**config.mk**
```make
export PLATFORM = sky130hd
export DESIGN_NAME = fir_serial_mac
export DESIGN_NICKNAME = d
export VERILOG_FILES = /design/src/rtl/fir_pkg.sv /design/src/rtl/fir_tap_ram.sv /design/src/rtl/fir_serial_mac.sv
export SDC_FILE = /design/constraint.sdc
export NUM_CORES = 1
export LEC_CHECK = 0
export BUFFER_PORTS_ARGS = -buffer_cell sky130_fd_sc_hd__buf_2
export CAP_MARGIN = 20
export CORE_MARGIN = 2
export CORE_UTILIZATION = 45
export CTS_BUF_LIST = sky130_fd_sc_hd__clkbuf_2
export CTS_CLUSTER_SIZE = 20
export DETAILED_ROUTE_END_ITERATION = 8
export PLACE_DENSITY = 0.61
export REMOVE_ABC_BUFFERS = 1
export SKIP_CTS_REPAIR_TIMING = 1
export SLEW_MARGIN = 25
export SYNTH_ARGS = -nofsm -noshare
export SYNTH_HDL_FRONTEND = slang
export SYNTH_SLANG_ARGS = --single-unit
```
**constraint.sdc**
```tcl
create_clock -name CLK -period 16.95 [get_ports CLK]
set_input_delay 0.8475 -clock CLK [delete_from_list [all_inputs] [get_ports CLK]]
set_output_delay 0.8475 -clock CLK [all_outputs]
set_load 0.02 [all_outputs]
```
**src/rtl/fir_pkg.sv**
```systemverilog
// Shared definitions for the time-multiplexed FIR filter (fir_serial_mac).
// Holds the FSM state type, width helpers and the number-format helpers
// used by both the top level and the tap register file.
// The helpers work on 64-bit containers, so BITSIZE is limited to values
// that keep 2*BITSIZE + clog2(LENGTH) within 64 bits.
package fir_pkg;

    typedef enum logic [1:0] {
        IDLE  = 2'd0,
        MAC   = 2'd1,
        ROUND = 2'd2
    } fir_state_e;

    // Number of address bits needed to index n entries (minimum 1).
    function automatic int clog2(input int n);
        int r;
        r = 32'sd0;
        for (int v = n - 32'sd1; v > 32'sd0; v = v >>> 1) begin
            r = r + 32'sd1;
        end
        if (r == 32'sd0) begin
            r = 32'sd1;
        end else begin
            r = r;
        end
        return r;
    endfunction

    // Accumulator width: full product plus guard bits for LENGTH additions.
    function automatic int acc_width(input int bits, input int len);
        return (32'sd2 * bits) + clog2(len);
    endfunction

    // Offset-binary to two's complement: flipping the MSB of a w-bit value.
    function automatic logic [63:0] offset_to_signed(input logic [63:0] v, input int w);
        return v ^ (64'd1 << (w - 32'sd1));
    endfunction

    // Two's complement to offset-binary; the same MSB flip in reverse.
    function automatic logic [63:0] signed_to_offset(input logic [63:0] v, input int w);
        return v ^ (64'd1 << (w - 32'sd1));
    endfunction

    // Clamp a signed value to the signed range of a w-bit word.
    function automatic logic signed [63:0] saturate(input logic signed [63:0] v, input int w);
        logic signed [63:0] hi;
        logic signed [63:0] lo;
        hi = (64'sd1 <<< (w - 32'sd1)) - 64'sd1;
        lo = -(64'sd1 <<< (w - 32'sd1));
        if (v > hi) begin
            return hi;
        end else if (v < lo) begin
            return lo;
        end else begin
            return v;
        end
    endfunction

endpackage

```
**src/rtl/fir_tap_ram.sv**
```systemverilog
// DEPTH x WIDTH register file with one synchronous write port and one
// combinational read port. Used for both the sample ring buffer and the
// coefficient table. Writes to addresses >= DEPTH are dropped and reads
// from such addresses return zero.
module fir_tap_ram
    import fir_pkg::*;
#(
    parameter int WIDTH = 16,
    parameter int DEPTH = 10
) (
    input  logic                      clk_i,
    input  logic                      rst_ni,
    input  logic                      we_i,
    input  logic [clog2(DEPTH)-1:0]   waddr_i,
    input  logic [WIDTH-1:0]          wdata_i,
    input  logic [clog2(DEPTH)-1:0]   raddr_i,
    output logic [WIDTH-1:0]          rdata_o
);

    localparam int AW = clog2(DEPTH);
    localparam logic [AW:0] DEPTH_EXT = (AW + 1)'(DEPTH);

    logic [WIDTH-1:0] mem_q [DEPTH];
    logic             wr_ok_s;
    logic             rd_ok_s;

    assign wr_ok_s = ({1'b0, waddr_i} < DEPTH_EXT);
    assign rd_ok_s = ({1'b0, raddr_i} < DEPTH_EXT);

    // Storage: cleared to zero on reset, written one entry per cycle.
    always_ff @(posedge clk_i or negedge rst_ni) begin
        if (!rst_ni) begin
            for (int i = 0; i < DEPTH; i++) begin
                mem_q[i] <= {WIDTH{1'b0}};
            end
        end else if (we_i && wr_ok_s) begin
            mem_q[waddr_i] <= wdata_i;
        end
    end

    // Read port: out-of-range indices read as zero instead of X.
    always_comb begin
        rdata_o = {WIDTH{1'b0}};
        if (rd_ok_s) begin
            rdata_o = mem_q[raddr_i];
        end else begin
            rdata_o = {WIDTH{1'b0}};
        end
    end

endmodule

```
**src/rtl/fir_serial_mac.sv**
```systemverilog
// Time-multiplexed FIR filter built around one multiply-accumulate unit.
// A rising edge on START_FLAG captures DATA_IN into a circular sample
// buffer; the MAC then walks all LENGTH taps (one per clock), rounds,
// saturates and presents the offset-binary result on DATA_OUT with a
// single-cycle DATA_VALID pulse, LENGTH+2 cycles after the strobe edge.
// Optional build macro FIR_OVERRUN_DET_EN adds a sticky OVERRUN output
// that flags strobes dropped because the block was busy or disabled.
module fir_serial_mac
    import fir_pkg::*;
#(
    parameter int BITSIZE = 16,
    parameter int LENGTH  = 10
) (
    input  logic                      CLK,
    input  logic                      nRST,
    input  logic                      EN,
    input  logic                      START_FLAG,
    input  logic [BITSIZE-1:0]        DATA_IN,
    input  logic                      COEFF_WE,
    input  logic [clog2(LENGTH)-1:0]  COEFF_ADDR,
    input  logic [BITSIZE-1:0]        COEFF_DIN,
    output logic [BITSIZE-1:0]        DATA_OUT,
    output logic                      DATA_VALID
`ifdef FIR_OVERRUN_DET_EN
    ,
    output logic                      OVERRUN
`endif
);

    localparam int AW    = clog2(LENGTH);
    localparam int ACC_W = acc_width(BITSIZE, LENGTH);
    localparam int PW    = 2 * BITSIZE;

    localparam logic [AW-1:0]           LAST_TAP = AW'(LENGTH - 1);
    localparam logic [AW:0]             LEN_EXT  = (AW + 1)'(LENGTH);
    localparam logic [BITSIZE-1:0]      MIDSCALE = {1'b1, {(BITSIZE - 1){1'b0}}};
    // Half an output LSB, added before the arithmetic shift for round-half-up.
    localparam logic signed [ACC_W-1:0] RND_C    = ACC_W'(64'sd1 <<< (BITSIZE - 2));

    // State registers and their next-state values.
    fir_state_e               state_q, state_d;
    logic                     start_q;
    logic [AW-1:0]            wr_ptr_q, wr_ptr_d;
    logic [AW-1:0]            tap_q, tap_d;
    logic signed [ACC_W-1:0]  acc_q, acc_d;
    logic [BITSIZE-1:0]       dout_q, dout_d;
    logic                     valid_q, valid_d;

    // Datapath signals.
    logic                     event_s;
    logic                     smp_we_s;
    logic                     coef_we_s;
    logic [BITSIZE-1:0]       din_signed_s;
    logic [AW-1:0]            rd_addr_s;
    logic [AW:0]              rd_calc_s;
    logic [BITSIZE-1:0]       smp_rd_s;
    logic [BITSIZE-1:0]       coef_rd_s;
    logic signed [PW-1:0]     prod_s;
    logic signed [ACC_W-1:0]  prod_ext_s;
    logic signed [ACC_W-1:0]  acc_rnd_s;
    logic signed [ACC_W-1:0]  y_s;
    logic signed [63:0]       y_wide_s;
    logic signed [63:0]       y_sat_s;
    logic [BITSIZE-1:0]       result_s;

    // Strobe edge: only the first cycle of a (possibly long) high pulse counts.
    assign event_s = START_FLAG & ~start_q;

    // Incoming sample converted to two's complement for storage.
    assign din_signed_s = BITSIZE'(offset_to_signed(64'(DATA_IN), BITSIZE));

    // Coefficients may only change while no MAC sequence is running.
    assign coef_we_s = COEFF_WE && (state_q == IDLE);

    // Tap read address: x[n-k] lives at (wr_ptr - k) mod LENGTH.
    always_comb begin
        rd_calc_s = {(AW + 1){1'b0}};
        if ({1'b0, tap_q} <= {1'b0, wr_ptr_q}) begin
            rd_calc_s = {1'b0, wr_ptr_q} - {1'b0, tap_q};
        end else begin
            rd_calc_s = {1'b0, wr_ptr_q} + LEN_EXT - {1'b0, tap_q};
        end
        rd_addr_s = rd_calc_s[AW-1:0];
    end

    fir_tap_ram #(
        .WIDTH (BITSIZE),
        .DEPTH (LENGTH)
    ) u_sample_ram (
        .clk_i   (CLK),
        .rst_ni  (nRST),
        .we_i    (smp_we_s),
        .waddr_i (wr_ptr_q),
        .wdata_i (din_signed_s),
        .raddr_i (rd_addr_s),
        .rdata_o (smp_rd_s)
    );

    fir_tap_ram #(
        .WIDTH (BITSIZE),
        .DEPTH (LENGTH)
    ) u_coeff_ram (
        .clk_i   (CLK),
        .rst_ni  (nRST),
        .we_i    (coef_we_s),
        .waddr_i (COEFF_ADDR),
        .wdata_i (COEFF_DIN),
        .raddr_i (tap_q),
        .rdata_o (coef_rd_s)
    );

    // Single signed multiplier; operands sign-extended so the product is exact.
    assign prod_s     = PW'($signed(coef_rd_s)) * PW'($signed(smp_rd_s));
    assign prod_ext_s = ACC_W'(prod_s);

    // Output stage: round, shift back to Q1.(BITSIZE-1), clamp, re-offset.
    assign acc_rnd_s = acc_q + RND_C;
    assign y_s       = acc_rnd_s >>> (BITSIZE - 1);
    assign y_wide_s  = 64'(y_s);
    assign y_sat_s   = saturate(y_wide_s, BITSIZE);
    assign result_s  = BITSIZE'(signed_to_offset(y_sat_s, BITSIZE));

    // Sequencer: capture in IDLE, one tap per cycle in MAC, publish in ROUND.
    always_comb begin
        state_d  = state_q;
        wr_ptr_d = wr_ptr_q;
        tap_d    = tap_q;
        acc_d    = acc_q;
        dout_d   = dout_q;
        valid_d  = 1'b0;
        smp_we_s = 1'b0;
        case (state_q)
            IDLE: begin
                if (EN && event_s) begin
                    smp_we_s = 1'b1;
                    acc_d    = {ACC_W{1'b0}};
                    tap_d    = {AW{1'b0}};
                    state_d  = MAC;
                end else begin
                    state_d  = IDLE;
                end
            end
            MAC: begin
                if (!EN) begin
                    // Abort: the stored sample stays but wr_ptr does not move,
                    // so the next accepted sample overwrites it.
                    state_d = IDLE;
                end else begin
                    acc_d = acc_q + prod_ext_s;
                    if (tap_q == LAST_TAP) begin
                        state_d = ROUND;
                    end else begin
                        tap_d = tap_q + {{(AW - 1){1'b0}}, 1'b1};
                    end
                end
            end
            ROUND: begin
                if (!EN) begin
                    state_d = IDLE;
                end else begin
                    dout_d  = result_s;
                    valid_d = 1'b1;
                    if (wr_ptr_q == LAST_TAP) begin
                        wr_ptr_d = {AW{1'b0}};
                    end else begin
                        wr_ptr_d = wr_ptr_q + {{(AW - 1){1'b0}}, 1'b1};
                    end
                    state_d = IDLE;
                end
            end
            default: begin
                state_d = IDLE;
            end
        endcase
    end

    // State, pointer, accumulator and output registers.
    always_ff @(posedge CLK or negedge nRST) begin
        if (!nRST) begin
            state_q  <= IDLE;
            start_q  <= 1'b0;
            wr_ptr_q <= {AW{1'b0}};
            tap_q    <= {AW{1'b0}};
            acc_q    <= {ACC_W{1'b0}};
            dout_q   <= MIDSCALE;
            valid_q  <= 1'b0;
        end else begin
            state_q  <= state_d;
            start_q  <= START_FLAG;
            wr_ptr_q <= wr_ptr_d;
            tap_q    <= tap_d;
            acc_q    <= acc_d;
            dout_q   <= dout_d;
            valid_q  <= valid_d;
        end
    end

    assign DATA_OUT   = dout_q;
    assign DATA_VALID = valid_q;

`ifdef FIR_OVERRUN_DET_EN
    logic en_q;
    logic overrun_q, overrun_d;

    // Overrun flag: set by any dropped strobe, cleared when EN rises.
    always_comb begin
        overrun_d = overrun_q;
        if (event_s && ((state_q != IDLE) || !EN)) begin
            overrun_d = 1'b1;
        end else if (EN && !en_q) begin
            overrun_d = 1'b0;
        end else begin
            overrun_d = overrun_q;
        end
    end

    // EN history for edge detection and the sticky overrun register.
    always_ff @(posedge CLK or negedge nRST) begin
        if (!nRST) begin
            en_q      <= 1'b0;
            overrun_q <= 1'b0;
        end else begin
            en_q      <= EN;
            overrun_q <= overrun_d;
        end
    end

    assign OVERRUN = overrun_q;
`endif

endmodule
```
# Word level (Yosys, flattened, before mapping)
# Cells that the tools add are included.
# W data, S select, Z words.
totals:
  ramBits: 0
  ff_bits: 384
  wordCells: 108
  in_bits: 41
  latch_bits: 0
  n_memories: 0
  mem_bits_ro: 0
op_classes:
  div: 0
  n_addsub: 7
  n_mux: 33
  n_reduce_logical: 11
  shifts: 0
  n_lt_le_gt_ge: 13
  multipliers: 1
  bitwise_logic: 8
  n_eq_ne: 8
op_table:
  columns: ["cell", "count"]
  rows:
  - ["$bwmux W160", 2]
  - ["$mux W16", 10]
  - ["$bmux W16 S4", 2]
  - ["$demux W16 S4", 2]
  - ["$mux W36", 2]
  - ["$pmux W36 S2", 1]
  - ["$add A36 B16 Y36 const B", 1]
  - ["$add A36 B32 Y36", 1]
  - ["$mul A16 B16 Y32", 1]
  - ["$gt A21 B16 Y1 const B", 1]
  - ["$lt A21 B16 Y1 const B", 1]
  - ["$ge A5 B5 Y1 const B", 4]
  - ["$mux W4", 5]
  - ["$not A4 Y5", 4]
  - ["$lt A4 B4 Y1 const B", 4]
  - ["$lt A5 B1 Y1 const B", 2]
  - ["$add A4 B1 Y4 const B", 2]
  - ["$eq A4 B4 Y1 const B", 2]
  - ["$pmux W4 S2", 1]
  - ["$sub A4 B4 Y4", 2]
  - ["$logic_and A1 B1 Y1", 6]
  - ["$mux W1", 5]
  - ["$add A4 B4 Y4 const B", 1]
  - ["$le A4 B4 Y1", 1]
  - ["14 further kinds", 18]

# Logic depth before layout (Yosys ltp)
depth:
  word_depth: 12
  mapped_depth: 39
  mapped_depth_nobuf: 33

# Modules after synthesis
# A second synthesis with hierarchy kept.
hier_totals:
  cells_unflattened: 2680
  area_unflattened_um2: 29968.7
modules_own_cells:
  columns: ["module", "instances", "cells_each", "seq_area_each_um2", "area_each_um2"]
  rows:
  - ["fir_serial_mac", 1, 1640, 1602.8, 15093.2]
  - ["fir_tap_ram at u_sample_ram", 1, 519, 4003.8, 7438.4]
  - ["fir_tap_ram at u_coeff_ram", 1, 521, 4003.8, 7437.1]

# Least setup slack after synthesis
# Ideal clock, no wire load.
synth_path:
  path_kind: "reg2reg"
  start: "register tap_q[1]"
  end: "register acc_q[31]"
  path_stages_with_launch: 36
  required_ns: 16.828
  setup_slack_ns: 7.334
  arrival_ns: 9.494
  setup_ns: 0.122
  period_less_slack_ns: 9.616
  path_cell_list: "dfrtp_1 -> clkbuf_1 -> inv_1 -> clkbuf_1 -> ha_1 -> inv_1 -> ha_1 -> inv_1 -> fa_1 -> buf_1 -> mux2i_1 -> buf_2 -> mux2_2 -> o21ai_1 -> buf_4 -> nor2_1 -> fa_1 -> inv_1 -> fa_1 -> fa_1 -> fa_1 -> inv_1 -> fa_1 -> inv_1 -> fa_1 -> inv_1 -> ha_1 -> a21o_1 -> a31o_4 -> a221oi_4 -> a21oi_2 -> o211a_4 -> a31oi_4 -> a21boi_2 -> or3_1 -> a32o_1"
synth_via:
  elab_chain_cells: 11
  elab_cells_between_ends: 20
synth_lines:
  columns: ["item", "line_no", "text"]
  rows:
  - ["start, declared", "fir_serial_mac.sv:44", "logic [AW-1:0] tap_q, tap_d;"]
  - ["start signal, assigned", "fir_serial_mac.sv:183", "tap_q <= {AW{1'b0}};"]
  - ["start signal, assigned", "fir_serial_mac.sv:191", "tap_q <= tap_d;"]
  - ["$sub A4 B4 Y4 (tied with other cells)", "fir_serial_mac.sv:81", "rd_calc_s = {1'b0, wr_ptr_q} + LEN_EXT - {1'b0, tap_q};"]
  - ["$mux W4", "fir_serial_mac.sv:78", "if ({1'b0, tap_q} <= {1'b0, wr_ptr_q}) begin"]
  - ["$not A4 Y5 (implied by the code)", "fir_tap_ram.sv:45", "rdata_o = mem_q[raddr_i];"]
  - ["$bmux W16 S4", "fir_tap_ram.sv:45", null]
  - ["$mux W16 (implied by the code) (2 in a row)", "fir_tap_ram.sv:45", null]
  - ["$mux W16", "fir_tap_ram.sv:44", "if (rd_ok_s) begin"]
  - ["$mul A16 B16 Y32 *", "fir_serial_mac.sv:113", "assign prod_s = PW'($signed(coef_rd_s)) * PW'($signed(smp_rd_s));"]
  - ["$add A36 B32 Y36 *", "fir_serial_mac.sv:149", "acc_d = acc_q + prod_ext_s;"]
  - ["$mux W36 *", "fir_serial_mac.sv:144", "if (!EN) begin"]
  - ["$pmux W36 S2 *", "fir_serial_mac.sv:132", "case (state_q)"]
  - ["end signal, assigned", "fir_serial_mac.sv:184", "acc_q <= {ACC_W{1'b0}};"]
  - ["end, declared", "fir_serial_mac.sv:45", "logic signed [ACC_W-1:0] acc_q, acc_d;"]
# Mark *: on every way between the ends. The rest lies on a longest branch, timed or not. The select of a mux whose other input is x is not followed.
# A chain may end at the register's enable or synchronous reset.

# Worst setup path in the final report
layout_path:
  start: "register wr_ptr_q[0]"
  end: "register acc_q[32]"
layout_via:
  elab_chain_cells: 12
  elab_cells_between_ends: 15
layout_lines:
  columns: ["item", "line_no", "text"]
  rows:
  - ["start, declared", "fir_serial_mac.sv:43", "logic [AW-1:0] wr_ptr_q, wr_ptr_d;"]
  - ["start signal, assigned", "fir_serial_mac.sv:182", "wr_ptr_q <= {AW{1'b0}};"]
  - ["start signal, assigned", "fir_serial_mac.sv:190", "wr_ptr_q <= wr_ptr_d;"]
  - ["$add A4 B4 Y4", "fir_serial_mac.sv:81", null]
  - ["$sub A4 B4 Y4", "fir_serial_mac.sv:81", null]
  - ["$mux W4 *", "fir_serial_mac.sv:78", null]
  - ["$not A4 Y5 (implied by the code)", "fir_tap_ram.sv:45", null]
  - ["$bmux W16 S4", "fir_tap_ram.sv:45", null]
  - ["$mux W16 (implied by the code) (2 in a row)", "fir_tap_ram.sv:45", null]
  - ["$mux W16 *", "fir_tap_ram.sv:44", null]
  - ["$mul A16 B16 Y32 *", "fir_serial_mac.sv:113", null]
  - ["$add A36 B32 Y36 *", "fir_serial_mac.sv:149", null]
  - ["$mux W36 *", "fir_serial_mac.sv:144", null]
  - ["$pmux W36 S2 *", "fir_serial_mac.sv:132", null]
# Marked as above.

==> impl_metrics.tcl <==
set metrics [dict create \
    synthesis.area_um2 29340 \
    yosys_warnings 0 \
    min_period_ps 10690 \
    grt_pass1_wl_mm 110.7 \
    grt_max_degree 180 \
    avgSynthCellArea_um2 11.40 \
    skew_ps 80.39 \
    clockBufferDepth 3 \
    nFillCells 5912 \
    post-route-period-util_pct 63.06 \
    finalHoldViolations 0 \
    regArea_um2 9614 \
    yosysTopAreaCell "dfrtp_1" \
    final-setup-viol-count 0 \
    slew_violations 0 \
    crit_fanout 48 \
    clock.fmax_mhz 93.55 \
    core_um2 64460 \
    synth_top_area_share_pct 32.67 \
    layout-drive-gt1-share_pct 25.21 \
    end_kind "flip-flop" \
    async_flop_share_pct 100.0 \
    critPathLaunchType "flip-flop" \
    place_hpwl_mm 49.28 \
    status "completed" \
    drt_pass1_iterations 5 \
    wirelength_mm 67.83 \
    finalNetCount 3107 \
    antenna_found_initial 5 \
    worst_pin_slew_ps 1074 \
    cp_common_cell "fa_1" \
    clkLatencyLatePin_ps 1090 \
    area_growth_pct 7.173 \
    grt_pass1_vias 20430 \
    critPathMaxStageDelay_ps 680 \
    netlist-cell-type-count 76 \
    critPathKind "flip-flop to flip-flop" \
    ys_seq_elements 384 \
    slew_headroom_pct 28.38 \
    drc 0 \
    ant_nets 0 \
    syn_inst 2573 \
    die_y_um 259.3 \
    worst_ep_arrival_time_ps 11570 \
    num_rows 93 \
    multiInputGateArea_um2 17690 \
    clk_pin_slew_ps 110 \
    yosysSeqAreaShare_pct 32.75 \
    track_usage_pct 20.84 \
    overflow 0 \
    root_buffer "clkbuf_2" \
    yosys-top-cells-count "inv_1, dfrtp_1, mux2_2, fa_1, nor2_1" \
    wl_met2_mm 32.39 \
    hp-class "primary input to flip-flop" \
    tns_ps 0 \
    met3_wirelength_mm 3.128 \
    port_buffers 57 \
    cts-buffers-inserted 103 \
    routedWlPerCell_um 19.04 \
    post-synth-top-count-cell "inv_1" \
    synth_area_leaders "dfrtp_1, fa_1, mux2_2" \
    place_congestion 0.8796 \
    wl_met1_mm 30.84 \
    cts_tree "done" \
    slowest_stage "buf_4" \
    rsz0062_at_grt "false" \
    ios 58 \
    die_w_um 259.3 \
    drt_iter0_drc 985 \
    cts.sinks 384 \
    vias_per_cell 5.320 \
    start_util_pct 45.51 \
    required_ps 17840 \
    route.top_layer_used "met4" \
    synth_edf_count 0 \
    dieArea_um2 67260 \
    htreeDepth 3 \
    vias 18950 \
    synth_ff_type "dfrtp_1" \
    maxCapViolCount 0 \
]
cell type report:
class | instances | share of cell area [%]
Timing Repair Buffer | 95 | 1.986
Inverter | 407 | 4.858
Antenna cell | 6 | 0.04775
Sequential cell | 384 | 30.57
Tap cell | 855 | 3.402
Multi-Input combinational cell | 1642 | 56.26
Clock inverter | 25 | 0.5212
Clock buffer | 148 | 2.356
metal layers:
metal | GRT usage (%) | up-vias
met1 | 28.51 | 9796
met2 | 34.47 | 468
met4 | 6.082 | 0
met3 | 3.222 | 114
met5 | 0 | -
li1 | - | 8572
layout by cell type (no fill, tap or decap), types with 7 or more instances in the layout:
cell / instances
inv_1: 406
dfrtp_1: 382
mux2_2: 320
fa_1: 318
nor2_1: 209
nand2_1: 152
clkbuf_2: 148
ha_1: 114
mux2i_1: 66
mux4_2: 64
o21ai_0: 61
buf_2: 56
a21oi_1: 32
buf_4: 32
nand3_1: 31
xor2_1: 28
o22ai_1: 26
xnor2_1: 25
nand2b_1: 20
clkinv_1: 17
o22a_1: 16
a21o_1: 14
o21ai_1: 10
nor3_1: 10
o21ai_2: 9
nand4_1: 9
and3_1: 7
a211oi_1: 7
stage by stage:
stage               hold WS, ps  instance area, um2  util, %  std cells  setup slack [ps]
floorplan                 444.6               28740        -       2433              4446
global placement          458.9               30450    47.24       3379              6555
detailed placement        471.2               30460    47.24       3379              6283
CTS                      -189.0               31360    48.65       3552              6229
global route              22.98               31450    48.78       3562              5678
finish                    126.0               31450    48.78       3562              6261
registers in the layout, summed over array words and instances (netlist names):
register            cells
DATA_VALID              1
acc_q                  36
u_sample_ram.mem_q    160
DATA_OUT               16
u_coeff_ram.mem_q     160
start_q                 1
state_q                 2
tap_q                   4
wr_ptr_q                4
logic make-up after synthesis:
kind of cell / after synthesis / share of synthesized area, %
AO/OA/AOI/OAI: 218 / 5.015
buffers and inverters: 547 / 7.241
adder cells (fa/ha/maj): 433 / 26.60
AND/OR/NAND/NOR: 485 / 7.215
flip-flops: 384 / 32.75
multiplexers: 451 / 19.48
XOR/XNOR: 55 / 1.693
critical path, delay by kind of cell, from the launching register on:
kind                     cells  cell delay [ps]
multiplexers                 2              860
AND/OR/NAND/NOR              3              740
AO/OA/AOI/OAI                9             2710
adder cells (fa/ha/maj)      8             3850
XOR/XNOR                     1              160
flip-flops                   1              490
buffers and inverters        7             1630
worst paths after layout:
| kind | startpoint | to | slack, ps | cells after the start |
|---|---|---|---|---|
| setup / recovery | wr_ptr_q[0]$_DFFE_PN0P_ | acc_q[32]$_DFFE_PN0P_ | 6260 | 30 |
| setup reg to reg | wr_ptr_q[0]$_DFFE_PN0P_ | acc_q[32]$_DFFE_PN0P_ | 6260 | 30 |
| hold / removal | EN | state_q[1]$_DFFE_PN0P_ | 130 | 3 |
| min in group asynchronous | nRST | u_sample_ram.mem_q[147]$_DFFE_PN0P_ | 260 | 2 |
| max in group asynchronous | nRST | u_coeff_ram.mem_q[10]$_DFFE_PN0P_ | 14890 | 4 |
| hold reg to reg | u_sample_ram.mem_q[143]$_DFFE_PN0P_ | u_sample_ram.mem_q[143]$_DFFE_PN0P_ | 490 | 2 |
Power is left out: the tool's default activity adds up to more than one toggle a clock period on the data nets, which glitch-free logic cannot reach.
